File: config.mk
export PLATFORM = sky130hd
export DESIGN_NAME = braid_mix_scheduler
export DESIGN_NICKNAME = d
export VERILOG_FILES = /design/src/rtl/braid_pkg.sv /design/src/rtl/braid_partner.sv /design/src/rtl/braid_mix_scheduler.sv
export SDC_FILE = /design/constraint.sdc
export NUM_CORES = 1
export LEC_CHECK = 0
export ABC_AREA = 1
export BUFFER_PORTS_ARGS = -buffer_cell sky130_fd_sc_hd__buf_4
export CAP_MARGIN = 10
export CELL_PAD_IN_SITES_DETAIL_PLACEMENT = 0
export CELL_PAD_IN_SITES_GLOBAL_PLACEMENT = 1
export CORE_AREA = 2 2 66 68
export DETAILED_ROUTE_END_ITERATION = 10
export DIE_AREA = 0 0 68 70
export PLACE_DENSITY_LB_ADDON = 0.3
export SLEW_MARGIN = 15
export SYNTH_ARGS = -nofsm -noshare
export SYNTH_HDL_FRONTEND = slang
export SYNTH_SLANG_ARGS = --single-unit
File: constraint.sdc
create_clock -name clk -period 3.7 [get_ports clk]
set_input_delay 0.185 -clock clk [delete_from_list [all_inputs] [get_ports clk]]
set_output_delay 0.185 -clock clk [all_outputs]
set_load 0.02 [all_outputs]
File: src/rtl/braid_pkg.sv
// Shared definitions for the braid mixing scheduler.
//   braid_state_e : scheduler state encoding (IDLE, ISSUE, DWELL, DONE)
//   clog2_min1    : ceil(log2(v)) with a floor of 1, so a field never
//                   collapses to zero width when a count is 1.
package braid_pkg;

    typedef enum logic [1:0] {
        ST_IDLE  = 2'd0,
        ST_ISSUE = 2'd1,
        ST_DWELL = 2'd2,
        ST_DONE  = 2'd3
    } braid_state_e;

    function automatic int clog2_min1(input int v);
        return (v <= 2) ? 1 : $clog2(v);
    endfunction

endpackage

File: src/rtl/braid_partner.sv
// Combinational partner-channel selection for one braid operation.
//   ch      : channel being mixed (0..N_CH-1)
//   step    : current braid step
//   mode    : 0 = fixed partner (ch+1), 1 = partner rotates with the step
//   partner : channel mixed with ch
module braid_partner
    import braid_pkg::*;
#(
    parameter int N_CH   = 4,
    parameter int STEP_W = 5
) (
    input  logic [clog2_min1(N_CH)-1:0] ch,
    input  logic [STEP_W-1:0]           step,
    input  logic                        mode,
    output logic [clog2_min1(N_CH)-1:0] partner
);

    localparam int          CH_W = clog2_min1(N_CH);
    localparam logic [31:0] NCH  = 32'(N_CH);
    // The rotation uses N_CH-1 offsets so a channel is never paired with itself.
    localparam logic [31:0] NROT = 32'(N_CH - 1);

    logic [31:0] rot;
    logic [31:0] sum;

    always_comb begin
        rot     = mode ? (32'(step) % NROT) : 32'd0;
        sum     = (32'(ch) + 32'd1 + rot) % NCH;
        partner = CH_W'(sum);
    end

endmodule

File: src/rtl/braid_mix_scheduler.sv
// Braid mixing scheduler: walks DEPTH steps x N_CH channels, offering one
// mixer command per operation and dwelling MIX_CYCLES after each accepted one.
//   clk, rst_n      : clock, asynchronous active-low reset
//   start, mode     : run request (accepted in IDLE only), partner mode
//   abort           : terminate an active run
//   cmd_valid/ready : mixer command handshake
//   cmd_step        : braid step of the offered command
//   cmd_ch_a/ch_b   : channel pair to mix
//   busy            : run in progress (ISSUE, DWELL, DONE)
//   done, aborted   : one-cycle completion pulses
module braid_mix_scheduler
    import braid_pkg::*;
#(
    parameter int N_CH       = 4,
    parameter int DEPTH      = 32,
    parameter int MIX_CYCLES = 8
) (
    input  logic                         clk,
    input  logic                         rst_n,
    input  logic                         start,
    input  logic                         mode,
    input  logic                         abort,
    output logic                         cmd_valid,
    input  logic                         cmd_ready,
    output logic [clog2_min1(DEPTH)-1:0] cmd_step,
    output logic [clog2_min1(N_CH)-1:0]  cmd_ch_a,
    output logic [clog2_min1(N_CH)-1:0]  cmd_ch_b,
    output logic                         busy,
    output logic                         done,
    output logic                         aborted
);

    localparam int STEP_W  = clog2_min1(DEPTH);
    localparam int CH_W    = clog2_min1(N_CH);
    localparam int DWELL_W = clog2_min1(MIX_CYCLES);

    braid_state_e        state_q;
    logic [STEP_W-1:0]   step_q;
    logic [CH_W-1:0]     ch_q;
    logic [DWELL_W-1:0]  dwell_q;
    logic                mode_q;

    logic                last_ch;
    logic                last_op;
    logic                dwell_end;
    logic [CH_W-1:0]     nxt_ch;
    logic [STEP_W-1:0]   nxt_step;
    logic [CH_W-1:0]     p_ch;
    logic [STEP_W-1:0]   p_step;
    logic                p_mode;
    logic [CH_W-1:0]     partner;

    // The partner is always computed for the operation about to be issued:
    // op (0,0) with the incoming mode when starting, otherwise the successor
    // of the current op. This lets the command fields be registered.
    always_comb begin
        last_ch   = (ch_q == CH_W'(N_CH - 1));
        last_op   = last_ch && (step_q == STEP_W'(DEPTH - 1));
        dwell_end = (dwell_q == DWELL_W'(MIX_CYCLES - 1));
        nxt_ch    = last_ch ? '0 : ch_q + CH_W'(1);
        nxt_step  = last_ch ? step_q + STEP_W'(1) : step_q;
        if (state_q == ST_IDLE) begin
            p_ch   = '0;
            p_step = '0;
            p_mode = mode;
        end else begin
            p_ch   = nxt_ch;
            p_step = nxt_step;
            p_mode = mode_q;
        end
    end

    braid_partner #(
        .N_CH   (N_CH),
        .STEP_W (STEP_W)
    ) u_partner (
        .ch      (p_ch),
        .step    (p_step),
        .mode    (p_mode),
        .partner (partner)
    );

    always_ff @(posedge clk or negedge rst_n) begin
        if (!rst_n) begin
            state_q   <= ST_IDLE;
            step_q    <= '0;
            ch_q      <= '0;
            dwell_q   <= '0;
            mode_q    <= 1'b0;
            cmd_valid <= 1'b0;
            cmd_step  <= '0;
            cmd_ch_a  <= '0;
            cmd_ch_b  <= '0;
            busy      <= 1'b0;
            done      <= 1'b0;
            aborted   <= 1'b0;
        end else begin
            done    <= 1'b0;
            aborted <= 1'b0;
            // Abort outranks everything outside IDLE, including a handshake
            // landing on the same edge (that command counts as not taken).
            if (abort && (state_q != ST_IDLE)) begin
                state_q   <= ST_IDLE;
                cmd_valid <= 1'b0;
                busy      <= 1'b0;
                aborted   <= 1'b1;
            end else begin
                case (state_q)
                    ST_IDLE: begin
                        if (start) begin
                            state_q   <= ST_ISSUE;
                            step_q    <= '0;
                            ch_q      <= '0;
                            mode_q    <= mode;
                            cmd_valid <= 1'b1;
                            cmd_step  <= '0;
                            cmd_ch_a  <= '0;
                            cmd_ch_b  <= partner;
                            busy      <= 1'b1;
                        end
                    end
                    ST_ISSUE: begin
                        if (cmd_ready) begin
                            state_q   <= ST_DWELL;
                            cmd_valid <= 1'b0;
                            dwell_q   <= '0;
                        end
                    end
                    ST_DWELL: begin
                        if (dwell_end) begin
                            dwell_q <= '0;
                            if (last_op) begin
                                state_q <= ST_DONE;
                                done    <= 1'b1;
                            end else begin
                                state_q   <= ST_ISSUE;
                                step_q    <= nxt_step;
                                ch_q      <= nxt_ch;
                                cmd_valid <= 1'b1;
                                cmd_step  <= nxt_step;
                                cmd_ch_a  <= nxt_ch;
                                cmd_ch_b  <= partner;
                            end
                        end else begin
                            dwell_q <= dwell_q + DWELL_W'(1);
                        end
                    end
                    ST_DONE: begin
                        state_q <= ST_IDLE;
                        busy    <= 1'b0;
                    end
                    default: begin
                        state_q <= ST_IDLE;
                        busy    <= 1'b0;
                    end
                endcase
            end
        end
    end

endmodule

==> summary.md <==
| Metric | Value |
|---|---|
| Final WS setup | -0.268 ns |
| Port buffer count | 18 |
| Hold Path Class | in2reg |
| Synth area leader | dfrtp_1 |
| Initial Util | 35.1% |
| Fraction of layout cells with a size suffix above 1 | between 40% and 50% |
| Worst Path Buf+Inv | 5 |
| Root Buffer | clkbuf_8 |
| Slew HR | 69.9% |
| Overall Power | 0.975 mW |
| Vias per std cell | 4.60 |
| Ys Warns | 0 |
| Htree depth | 1 |
| Final period utilization | 107% |
| Largest net degree at the start of global routing | 20 |
| Die X | 68 µm |
| LEAKAGE | 1.13 nW |
| # IOs | 19 |
| Pre-antenna DRT Iters | 4 |
| Cell Area, Placed | 0.00196 mm² |
| Slew of the pin with the lowest slew margin | ~0.45 ns |
| Distinct cell type count after synthesis | 29 |
| PD cells | about 460 mW/mm² |
| Hold Violations, Final | 0 |
| Core footprint | slightly above 0.004 mm² |
| Max cap viols | 0 |
| CP Launch Type | register |
| Crit-path slowest cell | dfrtp_2 |
| Vias | 1459 |
| Fmax | 252 MHz |
| Outcome | finished with violations |
| Routed Antenna Nets | 0 |
| First-pass GRT wire length | between 6000 and 7000 µm |
| Total track usage | around 17% |
| Clk sinks | 19 |
| Clk_lat worst skew | around 0.26 ns |
| Worst Skew | 0.00805 ns |
| CP Data Required Time | 3.90 ns |
| Drt drc | 0 |
| Vias in the first global route | about 1.5k |
| Final GP Congestion | 0.803 |
| Post-DP HPWL | 2820 µm |
| Failing checks | negative setup slack |
| Die footprint | 0.00476 mm² |
| P&R area growth vs syn | 46.9% |
| Share of the synthesized area in the top cell type | 32.7% |
| Sequential Power Share | 31.0% |
| Deepest clock path buffer count | 2 |
| Critical path arrival | 4.17 ns |
| Top FF cell, synth | dfrtp_1 |
| Sw frac | between 40 and 50% |
| Drt wl/cell | 11.3 µm |
| Final nets | 281 |
| GR Overflow Total | 0 |
| Final setup violation count | 2 |
| Net Sw Power | 0.430 mW |
| Synth top area cells | dfrtp_1 33%, nand2_1 13%, inv_1 8.0%, ha_1 7.7%, nand3_1 5.8% |
| Post-synthesis register bit count | 19 |
| Ant. Diodes | 0 |
| Max-slew violations | 0 |
| Seq/Total Area, Yosys | 32.7% |
| Wirelength, routed | 3580 µm |
| Clk pwr share | ~15% |
| Post-Layout Inst Area | between 0.002 and 0.0025 mm² |
| Initial antenna violation count | 0 |
| Synth Instances | 201 |
| Slowest cell delay on critical path | ~0.43 ns |
| CP top delay family | simple AND/OR/NAND/NOR gates |
| Total CTS buffers | 3 |
| Mapped Area | 0.00146 mm² |
| Cell with the most instances after synthesis | nand2_1 |
| Clock transition at path regs | 0.08 ns |
| Int Pwr | 0.544 mW |
| Crit Path Max Fanout | 3 |
| Min Tclk post-route | 3.97 ns |
| Setup CP Type | reg2reg |
| Combinational power share | 54.2% |
| Rows | 24 |
| Setup crit end kind | register |
| RSZ-0062 raised after global routing | yes |
| CTS tree | yes |
| Post-synth EDFFs | 0 |
| Die Y-Extent | 70 µm |
| Top cells by count, synth | 50 x nand2_1, 31 x inv_1, 19 x dfrtp_1 |
| Mapped Nets | 216 |
| Post-synthesis async set-or-reset flop share | 100% |
| Max IR drop VDD | 0.333 mV |
| Syn Area/Cell | 7.24 µm² |
| Final core occ | 51.6% |
| Hold_ws | 0.135 ns |
| DRT iter0 DRCs | 45 |
-- routing by layer --
| layer | vias to the layer above | share of wire (%) | global-route usage, % |
|---|---|---|---|
| li1 | 773 | - | - |
| met1 | 667 | 44 | 20.4 |
| met2 | 14 | 53 | 31.2 |
| met3 | 5 | 1.8 | 1.61 |
| met4 | 0 | 1.2 | 4.67 |
| met5 | - | 0 | 0 |
-- layout by cell type, fill, tap and decap left out, types with 6 or more instances in the layout --
cell type / n
buf_4: 62
dfrtp_1: 17
inv_1: 27
nand2_1: 48
nand2_2: 11
nand3_1: 16
nand4_1: 6
nor2_1: 10
o21ai_0: 12
-- sequential cells by signal (all words and copies together) (netlist names), 2 cells and up --
name,cells
state_q,2
cmd_ch_b,2
step_q,5
dwell_q,3
ch_q,2
-- path summary, 6_finish.rpt --
check,startpoint,end,slack [ns],depth (start not counted)
setup / recovery,step_q[1],cmd_ch_b[1],-0.27,34
hold / removal,start,mode_q,0.13,2
setup reg to reg,step_q[1],cmd_ch_b[1],-0.27,34
hold reg to reg,cmd_ch_b[1],cmd_ch_b[1],0.49,2
max in group asynchronous,rst_n,step_q[1],3.14,2
min in group asynchronous,rst_n,done,0.34,2
-- kinds of logic (layout without fill, tap and decap cells) --
family | count (synthesis) | count (layout) | share of synthesized area, %
and+or+nand+nor | 108 | 108 | 35.9
adders and majority gates | 9 | 9 | 7.74
muxes | 1 | 1 | 0.688
xor gates and xnor gates | 1 | 1 | 0.602
buffers and inverters | 36 | 100 | 10.4
AOI/OAI and AO/OA | 27 | 27 | 12.0
DFF | 19 | 19 | 32.7
-- cell type report --
| type | instances | area [µm²] |
|---|---|---|
| clock buffer | 3 | 41.3 |
| fill | 423 | 2010 |
| inverter | 33 | 131 |
| tap | 52 | 65.1 |
| sequential | 19 | 478 |
| timing repair buffer | 63 | 475 |
| clock inverter | 1 | 5.00 |
| multi-input combinational | 146 | 942 |
-- per-stage QoR --
| stage | setup slack [ns] | TNS [ns] | instances |
|---|---|---|---|
| after CTS | -0.285 | -0.325 | 315 |
| after detailed placement | -0.373 | -0.537 | 306 |
| after global routing | -0.646 | -0.967 | 317 |
| final | -0.268 | -0.311 | 317 |
| after global placement | -0.397 | -0.573 | 306 |
| after floorplan | -0.206 | -0.219 | 201 |
-- repair_timing --
item,CTS,global route
pin swaps,10,3
hold buffers,1,0
setup buffers,4,2
endpoints found under the setup margin,2,2
gates resized for setup,7,9
hold endpoints to repair,19,0
-- power by group through the flow --
stage	Clock [mW]	Sequential, mW	Combinational (mW)
floorplan	0	0.349	0.274
global placement	0	0.305	0.502
detailed placement	0	0.306	0.502
CTS	0.147	0.303	0.527
global route	0.157	0.311	0.586
finish	0.144	0.303	0.528
Note: power is estimated with default switching activity, not from simulation.
